$ cat src/rtl/wb_stage_pkg.sv
// Shared definitions for the write-back stage: load funct3 encodings and FSM states.
package wb_stage_pkg;

  localparam logic [2:0] F3_LB  = 3'b000;
  localparam logic [2:0] F3_LH  = 3'b001;
  localparam logic [2:0] F3_LW  = 3'b010;
  localparam logic [2:0] F3_LBU = 3'b100;
  localparam logic [2:0] F3_LHU = 3'b101;

  typedef enum logic {
    ST_IDLE      = 1'b0,
    ST_WAIT_LOAD = 1'b1
  } wb_state_e;

endpackage

$ cat src/rtl/wb_stage_if.sv
// M-stage instruction, data-memory response and register-file write bundle of the write-back stage.
// Handshake: an M-stage instruction is accepted on a rising edge where m_valid=1 and m_stall=0; while m_stall=1 the upstream holds its inputs.
interface wb_stage_if #(parameter int DATA_W = 32);
  logic              m_valid;
  logic              m_rd_wen;
  logic [4:0]        m_rd;
  logic              m_is_load;
  logic [2:0]        m_funct3;
  logic [DATA_W-1:0] m_alu_result;
  logic              dmem_resp_valid;
  logic [DATA_W-1:0] dmem_resp_data;
  logic              m_stall;
  logic              we;
  logic [4:0]        wb_addr;
  logic [DATA_W-1:0] wb_data;
  logic              resp_err;

  modport master (
    output m_valid, m_rd_wen, m_rd, m_is_load, m_funct3, m_alu_result,
    output dmem_resp_valid, dmem_resp_data,
    input  m_stall, we, wb_addr, wb_data, resp_err
  );

  modport slave (
    input  m_valid, m_rd_wen, m_rd, m_is_load, m_funct3, m_alu_result,
    input  dmem_resp_valid, dmem_resp_data,
    output m_stall, we, wb_addr, wb_data, resp_err
  );
endinterface

$ cat src/rtl/wb_load_align.sv
// Extracts and extends the addressed byte/half/word of an aligned 32-bit load response.
module wb_load_align
  import wb_stage_pkg::*;
(
  input  logic [31:0] word,
  input  logic [2:0]  funct3,
  input  logic [1:0]  off,
  output logic [31:0] aligned
);

  logic [7:0]  byte_sel;
  logic [15:0] half_sel;

  always_comb begin
    byte_sel = word[7:0];
    half_sel = word[15:0];
    aligned  = word;
    case (off)
      2'd0:    byte_sel = word[7:0];
      2'd1:    byte_sel = word[15:8];
      2'd2:    byte_sel = word[23:16];
      default: byte_sel = word[31:24];
    endcase
    // Halfword selection uses only off[1]; off[0] is deliberately ignored.
    half_sel = off[1] ? word[31:16] : word[15:0];
    case (funct3)
      F3_LB:   aligned = {{24{byte_sel[7]}}, byte_sel};
      F3_LBU:  aligned = {24'd0, byte_sel};
      F3_LH:   aligned = {{16{half_sel[15]}}, half_sel};
      F3_LHU:  aligned = {16'd0, half_sel};
      default: aligned = word;
    endcase
  end

endmodule

$ cat src/rtl/wb_stage.sv
// Write-back stage: one-cycle ALU write-back, blocking load wait with aligned write-back,
// and a sticky flag for memory responses that arrive with no load outstanding.
module wb_stage
  import wb_stage_pkg::*;
#(
  parameter int DATA_W = 32
) (
  input  logic       clk,
  input  logic       reset,
  wb_stage_if.slave  bus,
  output wb_state_e  dbg_state_o
);

  wb_state_e         state_q;
  logic              we_q;
  logic [4:0]        wb_addr_q;
  logic [DATA_W-1:0] wb_data_q;
  logic              resp_err_q;
  logic [4:0]        ld_rd_q;
  logic              ld_wen_q;
  logic [2:0]        ld_funct3_q;
  logic [1:0]        ld_off_q;
  logic [DATA_W-1:0] load_data;

  wb_load_align u_align (
    .word    (bus.dmem_resp_data),
    .funct3  (ld_funct3_q),
    .off     (ld_off_q),
    .aligned (load_data)
  );

  always_ff @(posedge clk) begin
    if (reset) begin
      state_q     <= ST_IDLE;
      we_q        <= 1'b0;
      wb_addr_q   <= 5'd0;
      wb_data_q   <= '0;
      resp_err_q  <= 1'b0;
      ld_rd_q     <= 5'd0;
      ld_wen_q    <= 1'b0;
      ld_funct3_q <= 3'd0;
      ld_off_q    <= 2'd0;
    end else begin
      we_q <= 1'b0;
      case (state_q)
        ST_IDLE: begin
          // No load is outstanding, so any response here is spurious and dropped.
          if (bus.dmem_resp_valid) resp_err_q <= 1'b1;
          if (bus.m_valid) begin
            if (bus.m_is_load) begin
              ld_rd_q     <= bus.m_rd;
              ld_wen_q    <= bus.m_rd_wen;
              ld_funct3_q <= bus.m_funct3;
              ld_off_q    <= bus.m_alu_result[1:0];
              state_q     <= ST_WAIT_LOAD;
            end else if (bus.m_rd_wen && (bus.m_rd != 5'd0)) begin
              we_q      <= 1'b1;
              wb_addr_q <= bus.m_rd;
              wb_data_q <= bus.m_alu_result;
            end
          end
        end
        ST_WAIT_LOAD: begin
          if (bus.dmem_resp_valid) begin
            state_q <= ST_IDLE;
            if (ld_wen_q && (ld_rd_q != 5'd0)) begin
              we_q      <= 1'b1;
              wb_addr_q <= ld_rd_q;
              wb_data_q <= load_data;
            end
          end
        end
        default: state_q <= ST_IDLE;
      endcase
    end
  end

  assign bus.m_stall  = (state_q == ST_WAIT_LOAD);
  assign bus.we       = we_q;
  assign bus.wb_addr  = wb_addr_q;
  assign bus.wb_data  = wb_data_q;
  assign bus.resp_err = resp_err_q;
  assign dbg_state_o  = state_q;

endmodule

$ cat src/flat_wrapper.sv
// flat-port wrapper written by rule: the top's interface ports become plain ports
module wb_stage_flat import wb_stage_pkg::*;
#(
  parameter int DATA_W = 32
)
  (clk, reset, dbg_state_o, bus_m_valid, bus_m_rd_wen, bus_m_rd, bus_m_is_load, bus_m_funct3, bus_m_alu_result, bus_dmem_resp_valid, bus_dmem_resp_data, bus_m_stall, bus_we, bus_wb_addr, bus_wb_data, bus_resp_err);
  wb_stage_if #(.DATA_W(DATA_W)) bus_i ();
  input  logic clk;
  input  logic reset;
  output wb_state_e dbg_state_o;
  input wire logic [$bits(bus_i.m_valid)-1:0] bus_m_valid;
  input wire logic [$bits(bus_i.m_rd_wen)-1:0] bus_m_rd_wen;
  input wire logic [$bits(bus_i.m_rd)-1:0] bus_m_rd;
  input wire logic [$bits(bus_i.m_is_load)-1:0] bus_m_is_load;
  input wire logic [$bits(bus_i.m_funct3)-1:0] bus_m_funct3;
  input wire logic [$bits(bus_i.m_alu_result)-1:0] bus_m_alu_result;
  input wire logic [$bits(bus_i.dmem_resp_valid)-1:0] bus_dmem_resp_valid;
  input wire logic [$bits(bus_i.dmem_resp_data)-1:0] bus_dmem_resp_data;
  output wire logic [$bits(bus_i.m_stall)-1:0] bus_m_stall;
  output wire logic [$bits(bus_i.we)-1:0] bus_we;
  output wire logic [$bits(bus_i.wb_addr)-1:0] bus_wb_addr;
  output wire logic [$bits(bus_i.wb_data)-1:0] bus_wb_data;
  output wire logic [$bits(bus_i.resp_err)-1:0] bus_resp_err;
  assign bus_i.m_valid = bus_m_valid;
  assign bus_i.m_rd_wen = bus_m_rd_wen;
  assign bus_i.m_rd = bus_m_rd;
  assign bus_i.m_is_load = bus_m_is_load;
  assign bus_i.m_funct3 = bus_m_funct3;
  assign bus_i.m_alu_result = bus_m_alu_result;
  assign bus_i.dmem_resp_valid = bus_dmem_resp_valid;
  assign bus_i.dmem_resp_data = bus_dmem_resp_data;
  assign bus_m_stall = bus_i.m_stall;
  assign bus_we = bus_i.we;
  assign bus_wb_addr = bus_i.wb_addr;
  assign bus_wb_data = bus_i.wb_data;
  assign bus_resp_err = bus_i.resp_err;
  wb_stage #(.DATA_W(DATA_W)) u_core (.clk(clk), .reset(reset), .bus(bus_i), .dbg_state_o(dbg_state_o));
endmodule
$ cat config.mk
export PLATFORM = sky130hd
export DESIGN_NAME = wb_stage_flat
export DESIGN_NICKNAME = d
export VERILOG_FILES = /design/src/rtl/wb_stage_pkg.sv /design/src/rtl/wb_stage_if.sv /design/src/rtl/wb_load_align.sv /design/src/rtl/wb_stage.sv /design/src/flat_wrapper.sv
export SDC_FILE = /design/constraint.sdc
export NUM_CORES = 1
export LEC_CHECK = 0
export ABC_AREA = 1
export ABC_CLOCK_PERIOD_IN_PS = 1430
export CAP_MARGIN = 20
export CORE_MARGIN = 3
export CORE_UTILIZATION = 35
export CTS_CLUSTER_DIAMETER = 40
export DETAILED_ROUTE_END_ITERATION = 10
export PLACE_DENSITY_LB_ADDON = 0.05
export SYNTH_ARGS = -nofsm -noshare
export SYNTH_HDL_FRONTEND = slang
export SYNTH_SLANG_ARGS = --single-unit
$ cat constraint.sdc
create_clock -name clk -period 1.43 [get_ports clk]
set_input_delay 0.143 -clock clk [delete_from_list [all_inputs] [get_ports clk]]
set_output_delay 0.143 -clock clk [all_outputs]
set_load 0.03 [all_outputs]
-- Yosys cells after proc, flatten, opt, wreduce, memory -nomap -nowiden
Cells that the tools add are included.
- multiplexer cells: 25
- bitwise gates (word level): 1
- equal/unequal tests: 10
- reduce and logical (&&, ||, !) cells: 9
- operator list (operator ; number):
    32-bit 2-to-1 mux ; 5
    32-bit one-hot mux with 4 select lines ; 1
    32-bit one-hot mux with 2 select lines ; 1
    5-bit 2-to-1 mux ; 5
    8-bit one-hot mux with 3 select lines ; 1
    16-bit 2-to-1 mux ; 1
    5-bit one-hot mux with 2 select lines ; 1
    5-bit nonzero test ; 2
    1-bit 2-to-1 mux ; 8
    2-bit inequality test (second input constant) ; 4
    3-bit == test (second input constant) ; 2
    5-bit AND reduction ; 1
    1-bit one-hot mux with 2 select lines ; 2
    3-bit by 1-bit == test with 1-bit output (second input constant) ; 1
    3-bit logical NOT ; 1
    3-bit AND reduction ; 1
    2-bit by 1-bit == test with 1-bit output (second input constant) ; 1
    2-bit == test (second input constant) ; 1
    1-bit logical AND ; 2
    2-bit logical NOT ; 1
    2-bit by 1-bit inequality test with 1-bit output (second input constant) ; 1
    2-bit AND reduction ; 1
    1-bit NOT ; 1
- register bits: 51
- output and inout port bits: 41

-- Logic depth before layout (Yosys ltp)
Gate-level depths: netlist of the first run.
- word-level depth: 6
- depth in mapped cells: 10

-- Modules after synthesis
Synthesis of the first run repeated with hierarchy kept, for this count alone.
- cells, all modules: 625
- area total of the unflattened synthesis: 3502.1 sq um
- by module, submodules not included (module ; cells an instance ; instances ; seq. area each (sq um) ; area an instance (sq um)):
    wb_stage ; 433 ; 1 ; 1021.0 ; 2606.2
    wb_load_align ; 192 ; 1 ; 0.0 ; 895.9

-- Least setup slack after synthesis of the first run
OpenSTA, ideal clock, no wires.
- kind: register -> register
- start: register u_core.state_q (netlist: u_core.bus.m_stall)
- end: register u_core.wb_data_q[11] (netlist: u_core.bus.wb_data[11])
- arrival: 1405 ps
- setup time: 118 ps
- stages on the path, launching flop included: 9
- path slack: -92 ps
- buffers on the path: 2
- required time: 1312 ps
- cells stage by stage: dfxtp_1 buf_4 nand3_1 o21bai_4 nand2_4 inv_2 buf_2 nor2_1 a21oi_2
- longest elaborated chain between the ends: 3
- elaborated cells between the ends (all ways): 8
- those cells by class: eq/ne (5); mux (1); bitwise (1); reduce/logical (1)
- RTL lines (item ; RTL line ; source):
    start: declaration ; wb_stage.sv:14 ; wb_state_e state_q;
    start signal: assignment ; wb_stage.sv:34 ; state_q <= ST_IDLE;
    start signal: assignment ; wb_stage.sv:55 ; state_q <= ST_WAIT_LOAD;
    start signal: assignment ; wb_stage.sv:65 ; state_q <= ST_IDLE;
    1-bit NOT (no source line) ; -- ;
    2-bit by 1-bit inequality test with 1-bit output (no source line) / 2-bit inequality test (equally long branches) ; -- ;
    5-bit AND reduction (no source line) ; -- ;
    end signal: assignment ; wb_stage.sv:59 ; wb_data_q <= bus.m_alu_result;
    end signal: assignment ; wb_stage.sv:69 ; wb_data_q <= load_data;
    end: declaration ; wb_stage.sv:17 ; logic [DATA_W-1:0] wb_data_q;
Several ways; a longest one is shown, not always the timed one.
A chain may end at the register's enable or synchronous reset.

-- Final worst setup path of the first run
- start: register u_core.ld_off_q[1]
- end: register u_core.wb_data_q[15] (netlist: u_core.bus.wb_data[15])
- longest elaborated chain between the ends: 6
- elaborated cells between the ends (all ways): 9
- those cells by class: eq/ne (2); mux (6); reduce/logical (1)
- RTL lines (item ; RTL line ; source):
    start: declaration ; wb_stage.sv:22 ; logic [1:0] ld_off_q;
    start signal: assignment ; wb_stage.sv:54 ; ld_off_q <= bus.m_alu_result[1:0];
    2-bit == test, or another cell as far along ; wb_load_align.sv:18 ; case (off)
    8-bit one-hot mux with 3 select lines ; wb_load_align.sv:18 ;
    32-bit one-hot mux with 4 select lines (*) ; wb_load_align.sv:26 ; case (funct3)
    32-bit 2-to-1 mux (*) ; wb_stage.sv:66 ; if (ld_wen_q && (ld_rd_q != 5'd0)) begin
    32-bit 2-to-1 mux (*) ; wb_stage.sv:64 ; if (bus.dmem_resp_valid) begin
    32-bit one-hot mux with 2 select lines (*) ; wb_stage.sv:45 ; case (state_q)
Mark *: on every way between the ends. The rest lies on a longest branch, timed or not. The select of a mux whose other input is x is not followed.

==> results of run 1 <==
-- power breakdown --
group / internal [W] / leakage, nW / switching, W
clock network: 0.000365 / 0.0467 / 0.000582
logic: 0.000618 / 1.77 / 0.000721
registers: 0.00151 / 0.420 / 0.0000551
total: 0.00249 / 2.24 / 0.00136
-- cell usage after synthesis (all sizes together) --
cell type and count:
a211oi 4, a21o 1, a21oi 57, a22oi 1, buf 20, clkbuf 13
dfxtp 51, inv 39, nand2 85, nand3 33, nand4 3, nor2 75
o21ai 63, o21bai 1, or2 16
-- flip-flops by register name, summed over array words and instances, names as in the netlist --
register and flops:
u_core.bus.resp_err 1, u_core.bus.wb_addr 5, u_core.ld_funct3_q 3, u_core.bus.m_stall 1, u_core.bus.wb_data 32, u_core.ld_wen_q 1, u_core.ld_rd_q 5, u_core.ld_off_q 2
u_core.bus.we 1
-- critical path, stage by stage, from the launching register on --
cell	delay, ns
dfxtp_2	0.34
buf_12	0.14
clkinv_8	0.06
nand2_4	0.06
nand3_4	0.08
nand4_4	0.20
buf_4	0.20
nand3_1	0.09
nand2_1	0.06
a21oi_1	0.12
-- metrics by stage --
step / TNS [ns] / instances / power, W
final: 0 / 695 / 0.003848
after CTS: 0 / 682 / 0.003705
after global routing: -0.7613 / 695 / 0.004035
after global placement: -4.160 / 674 / 0.002810
after detailed placement: -5.299 / 674 / 0.002815
after floorplan: 0 / 462 / 0.002280
-- path summary, 6_finish.rpt --
kind,to,cells after the start,startpoint,slack [ns]
worst max-delay path,u_core.bus.wb_data[15],9,u_core.ld_off_q[1],0.02
worst min-delay path,u_core.ld_rd_q[2],3,bus_m_rd[2],0.43
worst max register to register,u_core.bus.wb_data[15],9,u_core.ld_off_q[1],0.02
worst min register to register,u_core.bus.resp_err,2,u_core.bus.resp_err,0.48
-- routing by layer --
metal	wire [µm]	vias to the layer above
met5	0	-
met4	212	0
met3	724	18
met2	4770	115
met1	4641	1495
li1	-	1753
-- logic make-up (layout without fill, tap and decap cells) --
family,Yosys count,after routing
DFF,51,51
buffers and inverters,72,200
and+or+nand+nor,212,212
AOI/OAI and AO/OA,127,127
-- layout make-up --
class,instances,area [µm²],share of cell area (%)
inverters,39,158.9,3.301
flip-flops and latches,51,1030,21.39
clock inverters,3,27.53,0.5719
well taps,105,131.4,2.729
repair buffers,153,1533,31.84
clock buffers,5,68.82,1.430
multi-input cells,339,1864,38.73
-- what timing repair did --
item,4_1_cts,5_1_grt
pin swaps,0,15
cloned,0,3
setup buffers,0,10
endpoints found under the hold margin,0,0
setup endpoints to repair,39,27
gates resized for setup,39,55
==> summary.txt, run 1 <==
Route
  – DR iter-0 viols: 150
  – Routed vias/inst: 4.865
  – DRC viols: 0
  – Final WL: 10350 µm
  – Drt pass-1 iters: 4
  – Vias: 3381
  – Drt wl/cell: 14.89 µm
  – Routed Antenna Nets: 0

Status
  – Status: complete, no violations

Clocking
  – H-tree depth: 2
  – Number of CTS-inserted buffers: 5
  – CTS root buffer: clkbuf_8
  – TritonCTS clock tree: yes
  – CTS Sinks: 51
  – Clk slew on worst S/H paths: 0.11 ns
  – Max Buffers Root-to-Sink: 2
  – Cts hold-fix bufs: 0
  – Worst skew pair latency: 0.32 ns

Setup path
  – Worst EP arrival: 1.67 ns
  – WS Path Type: reg2reg
  – Worst Setup End Kind: flop
  – Req. time, crit path: 1.69 ns
  – Critical Path Source Type: flop
  – CP Max Fanout: 7

Yosys
  – Top cells by area, synth: dfxtp_1 33%, nand2_1 9.3%, nor2_1 8.8%
  – Sequential share of the synthesized area: 32.93%
  – Largest family of logic cells by synthesized area: simple AND/OR/NAND/NOR gates
  – Synth top area share: 32.93%
  – XOR/XNOR Fraction of Synth Area: 0%
  – Post-Synthesis Cells: 462
  – Mux contribution to synthesized area: 0%
  – Syn avg cell area: 6.711 µm²
  – Synth Net Count: 540
  – Synth Warn #: 0
  – Post-Syn Area: 3100 µm²
  – Synth Register Bits: 51
  – Synth Area in Adders: 0%
  – Synth area leader: dfxtp_1
  – Synth Area in Compound Gates: 22.28%
  – Synth cell types: 29
  – Post-synthesis simple-gate area fraction: 33.54%

Min path
  – Hold Path Class: in2reg

Die
  – Initial core utilization: 36.81%
  – DIE AREA: 10020 µm²
  – Die span in x: 100.1 µm
  – Die Y: 100.1 µm
  – Core area: 8423 µm²
  – Rows: 33
  – Io pins: 119

Pwr
  – Leak: 2.240 nW
  – Peak VDD IR: 0.0004309 V
  – P per Cell Area: 799.5 nW/µm²

STA
  – Peak Freq: 0.7072 GHz
  – Worst-Margin Slew: 0.3519 ns
  – Setup Viol. Count Final: 0
  – Worst hold slack: 0.4294 ns
  – Final setup margin: 0.01597 ns
  – Period minus WS final: 1.414 ns
  – Period utilization: 98.88%
  – Unrepaired setup endpoints after global routing: true
  – Final Skew: 0.007720 ns
  – Slew HR: 76.63%
  – Max Slew Vio Count: 0
  – Final Hold Viols: 0

Cells and area
  – Finished Core Util: 57.15%
  – Layout cells sized above 1: 23.90%
  – Post-route cell area: 4813 µm²
  – Synthesis-to-finish area growth: 55.25%
  – Layout Nets: 667
  – N_diodes: 0
  – Fillers: 847
  – Most frequent cells in the layout: 77 x clkdlybuf4s50_1, 68 x nor2_1, 66 x nand2_1
  – Commonest non-fill, non-tap cell in the layout: clkdlybuf4s50_1

GRT
  – Pin count of the biggest net entering global routing: 45
  – GRT met1 Usage: 26.57%
  – Total GRT Usage: 19.10%
  – GR Overflow Total: 0
  – Vias in the first global route: 3161
  – Busiest layer in global routing: met2
  – Met2 usage: 29.71%
  – First-pass GRT wire length: 15590 µm
  – Initial antenna violation count: 0
  – GRT met3 Usage: 4.100%

Placed design
  – Setup WS pre-CTS: -0.1903 ns
  – DP HPWL: 7371 µm
  – # port buffers: 118
  – GPL Wtd Cong: 0.8891
  – Post-DP Area: 4479 µm²

Run
  – Max Cap Violations: 0
Power figures use the tool's default switching activity.
==> inputs of run 2 (changes only) <==
Settings changed: RECOVER_POWER from default to 50.
==> run 2 against run 1 <==
  * Sequential power hardly changed
  * Highest routed layer unchanged
  * Global-route usage stayed put
  * Critical path type unchanged
  * Critical path depth stayed put
  * Largest power group unchanged
==> summary.txt, run 2 (synthesized netlist as in run 1, its figures left out) <==
Die
  – Initial core utilization: 36.81% (unchanged)
  – Core area: 8423 µm² (unchanged)
  – DIE AREA: 10020 µm² (unchanged)
  – Rows: 33 (unchanged)
  – Die Y: 100.1 µm (unchanged)
  – Die span in x: 100.1 µm (unchanged)
  – Io pins: 119 (unchanged)

Cells and area
  – Post-route cell area: 4811 µm² (about the same)
  – Fillers: 848 (+0.12%)
  – Area of the multi-input gates: 1864 µm² (unchanged)
  – Largest register FFs: 32 (unchanged)
  – Most frequent cells in the layout: 77 x clkdlybuf4s50_1, 68 x nor2_1, 66 x nand2_1
  – Synthesis-to-finish area growth: 55.17% (about the same)
  – Layout Nets: 667 (unchanged)
  – Reg area: 1030 µm² (unchanged)
  – N_diodes: 0 (unchanged)
  – Layout cells sized above 1: 23.56% (-0.34 points)
  – Commonest non-fill, non-tap cell in the layout: clkdlybuf4s50_1

STA
  – Period utilization: 98.88% (about the same)
  – Final Skew: 0.008816 ns (+0.001096 ns)
  – Unrepaired setup endpoints after global routing: true
  – Setup Viol. Count Final: 0 (unchanged)
  – Worst-Margin Slew: 0.3519 ns (-0.00001562 ns)
  – Max Slew Vio Count: 0 (unchanged)
  – Worst hold slack: 0.4280 ns (-0.001438 ns)
  – Period minus WS final: 1.414 ns (-0.00001710 ns)
  – Peak Freq: 0.7072 GHz (about the same)
  – Slew HR: 76.63% (about the same)
  – Final Hold Viols: 0 (unchanged)

Route
  – Routed Antenna Nets: 0 (unchanged)
  – Routed vias/inst: 4.868 (about the same)
  – Drt wl/cell: 14.90 µm (about the same)
  – Final WL: 10350 µm (about the same)
  – DRC viols: 0 (unchanged)
  – Vias: 3383 (+0.059%)
  – Drt pass-1 iters: 4 (unchanged)
  – DR iter-0 viols: 152 (+1.3%)

GRT
  – Total GRT Usage: 19.10% (unchanged)
  – Pin count of the biggest net entering global routing: 45 (unchanged)
  – Initial antenna violation count: 0 (unchanged)
  – First-pass GRT wire length: 15590 µm (unchanged)
  – Vias in the first global route: 3161 (unchanged)
  – GR Overflow Total: 0 (unchanged)

Clocking
  – Clk slew on worst S/H paths: 0.11 ns (about the same)
  – CTS Sinks: 51 (unchanged)
  – CTS root buffer: clkbuf_8
  – Max Buffers Root-to-Sink: 2 (unchanged)
  – H-tree depth: 2 (unchanged)
  – Worst skew pair latency: 0.32 ns (about the same)
  – TritonCTS clock tree: yes
  – Number of CTS-inserted buffers: 5 (unchanged)

Setup path
  – CP Max Fanout: 7 (unchanged)
  – Critical Path Source Type: flop
  – Req. time, crit path: 1.69 ns (about the same)
  – WS Path Type: reg2reg
  – Worst EP arrival: 1.67 ns (about the same)
  – Worst Setup End Kind: flop

Placed design
  – DP HPWL: 7371 µm (unchanged)
  – Post-DP Area: 4479 µm² (unchanged)
  – # port buffers: 118 (unchanged)
  – GPL Wtd Cong: 0.8891 (unchanged)

Run
  – Max Cap Violations: 0 (unchanged)

Pwr
  – P per Cell Area: 799.9 nW/µm² (about the same)
  – Leak: 2.241 nW (about the same)
  – Peak VDD IR: 0.0004305 V (about the same)

Status
  – Status: complete, no violations

Min path
  – Hold Path Class: in2reg
## run 2: power by group
part	leakage, nW	internal [W]	switching, W	total, W
Combinational	1.77	0.000617	0.000721	0.00134
Clock	0.0467	0.000365	0.000584	0.000949
Sequential	0.420	0.00151	0.0000547	0.00156
Total	2.24	0.00249	0.00136	0.00385
## run 2: layout make-up
cell class,instances,share of cell area [%]
clock inverters,3,0.5722
well taps,105,2.731
inverters,39,3.303
multi-input cells,339,38.75
repair buffers,153,31.81
flip-flops and latches,51,21.40
clock buffers,5,1.430
## run 2: path summary, 6_finish.rpt
check | start | to | slack (ns) | depth (start not counted)
worst max-delay path | u_core.ld_off_q[1] | u_core.bus.wb_data[15] | 0.02 | 9
worst min-delay path | bus_m_rd[2] | u_core.ld_rd_q[2] | 0.43 | 3
worst max register to register | u_core.ld_off_q[1] | u_core.bus.wb_data[15] | 0.02 | 9
worst min register to register | u_core.bus.resp_err | u_core.bus.resp_err | 0.48 | 2
## run 2: stage by stage
stage          worst slack [ns]  power [W]  setup TNS (ns)  std cells  util, %
4_1_cts                 0.01937   0.003705               0        682    53.74
2_1_floorplan           0.03141   0.002280               0        462        -
6_report                0.01599   0.003848               0        695    57.12
3_3_place_gp            -0.1473   0.002810          -4.160        674    53.18
5_1_grt                -0.06426   0.004033         -0.7613        695    57.12
3_5_place_dp            -0.1903   0.002815          -5.299        674    53.18
## run 2: repair_timing
| item | in CTS | in global routing |
|---|---|---|
| pin swaps | 0 | 15 |
| endpoints found under the hold margin | 0 | 0 |
| buffers inserted | 0 | 10 |
| hold buffers | 0 | 0 |
| setup endpoints to repair | 39 | 27 |
| gates resized for setup | 39 | 55 |
| cloned | 0 | 3 |
## run 2: worst max-delay path: stages, from the launching register on
cell	delay (ns)
dfxtp_2	0.34
buf_12	0.14
clkinv_8	0.06
nand2_4	0.06
nand3_4	0.08
nand4_4	0.20
buf_4	0.20
nand3_1	0.09
nand2_1	0.06
a21oi_1	0.12
## run 2: per-layer routing
metal | track usage (%) | share of wire, % | wire [µm] | vias to the layer above
met5 | 0 | 0 | 0 | -
met4 | 5.596 | 2.0 | 212 | 0
met3 | 4.100 | 7.0 | 724 | 18
met2 | 29.71 | 46 | 4770 | 115
met1 | 26.57 | 45 | 4646 | 1497
li1 | - | - | - | 1753
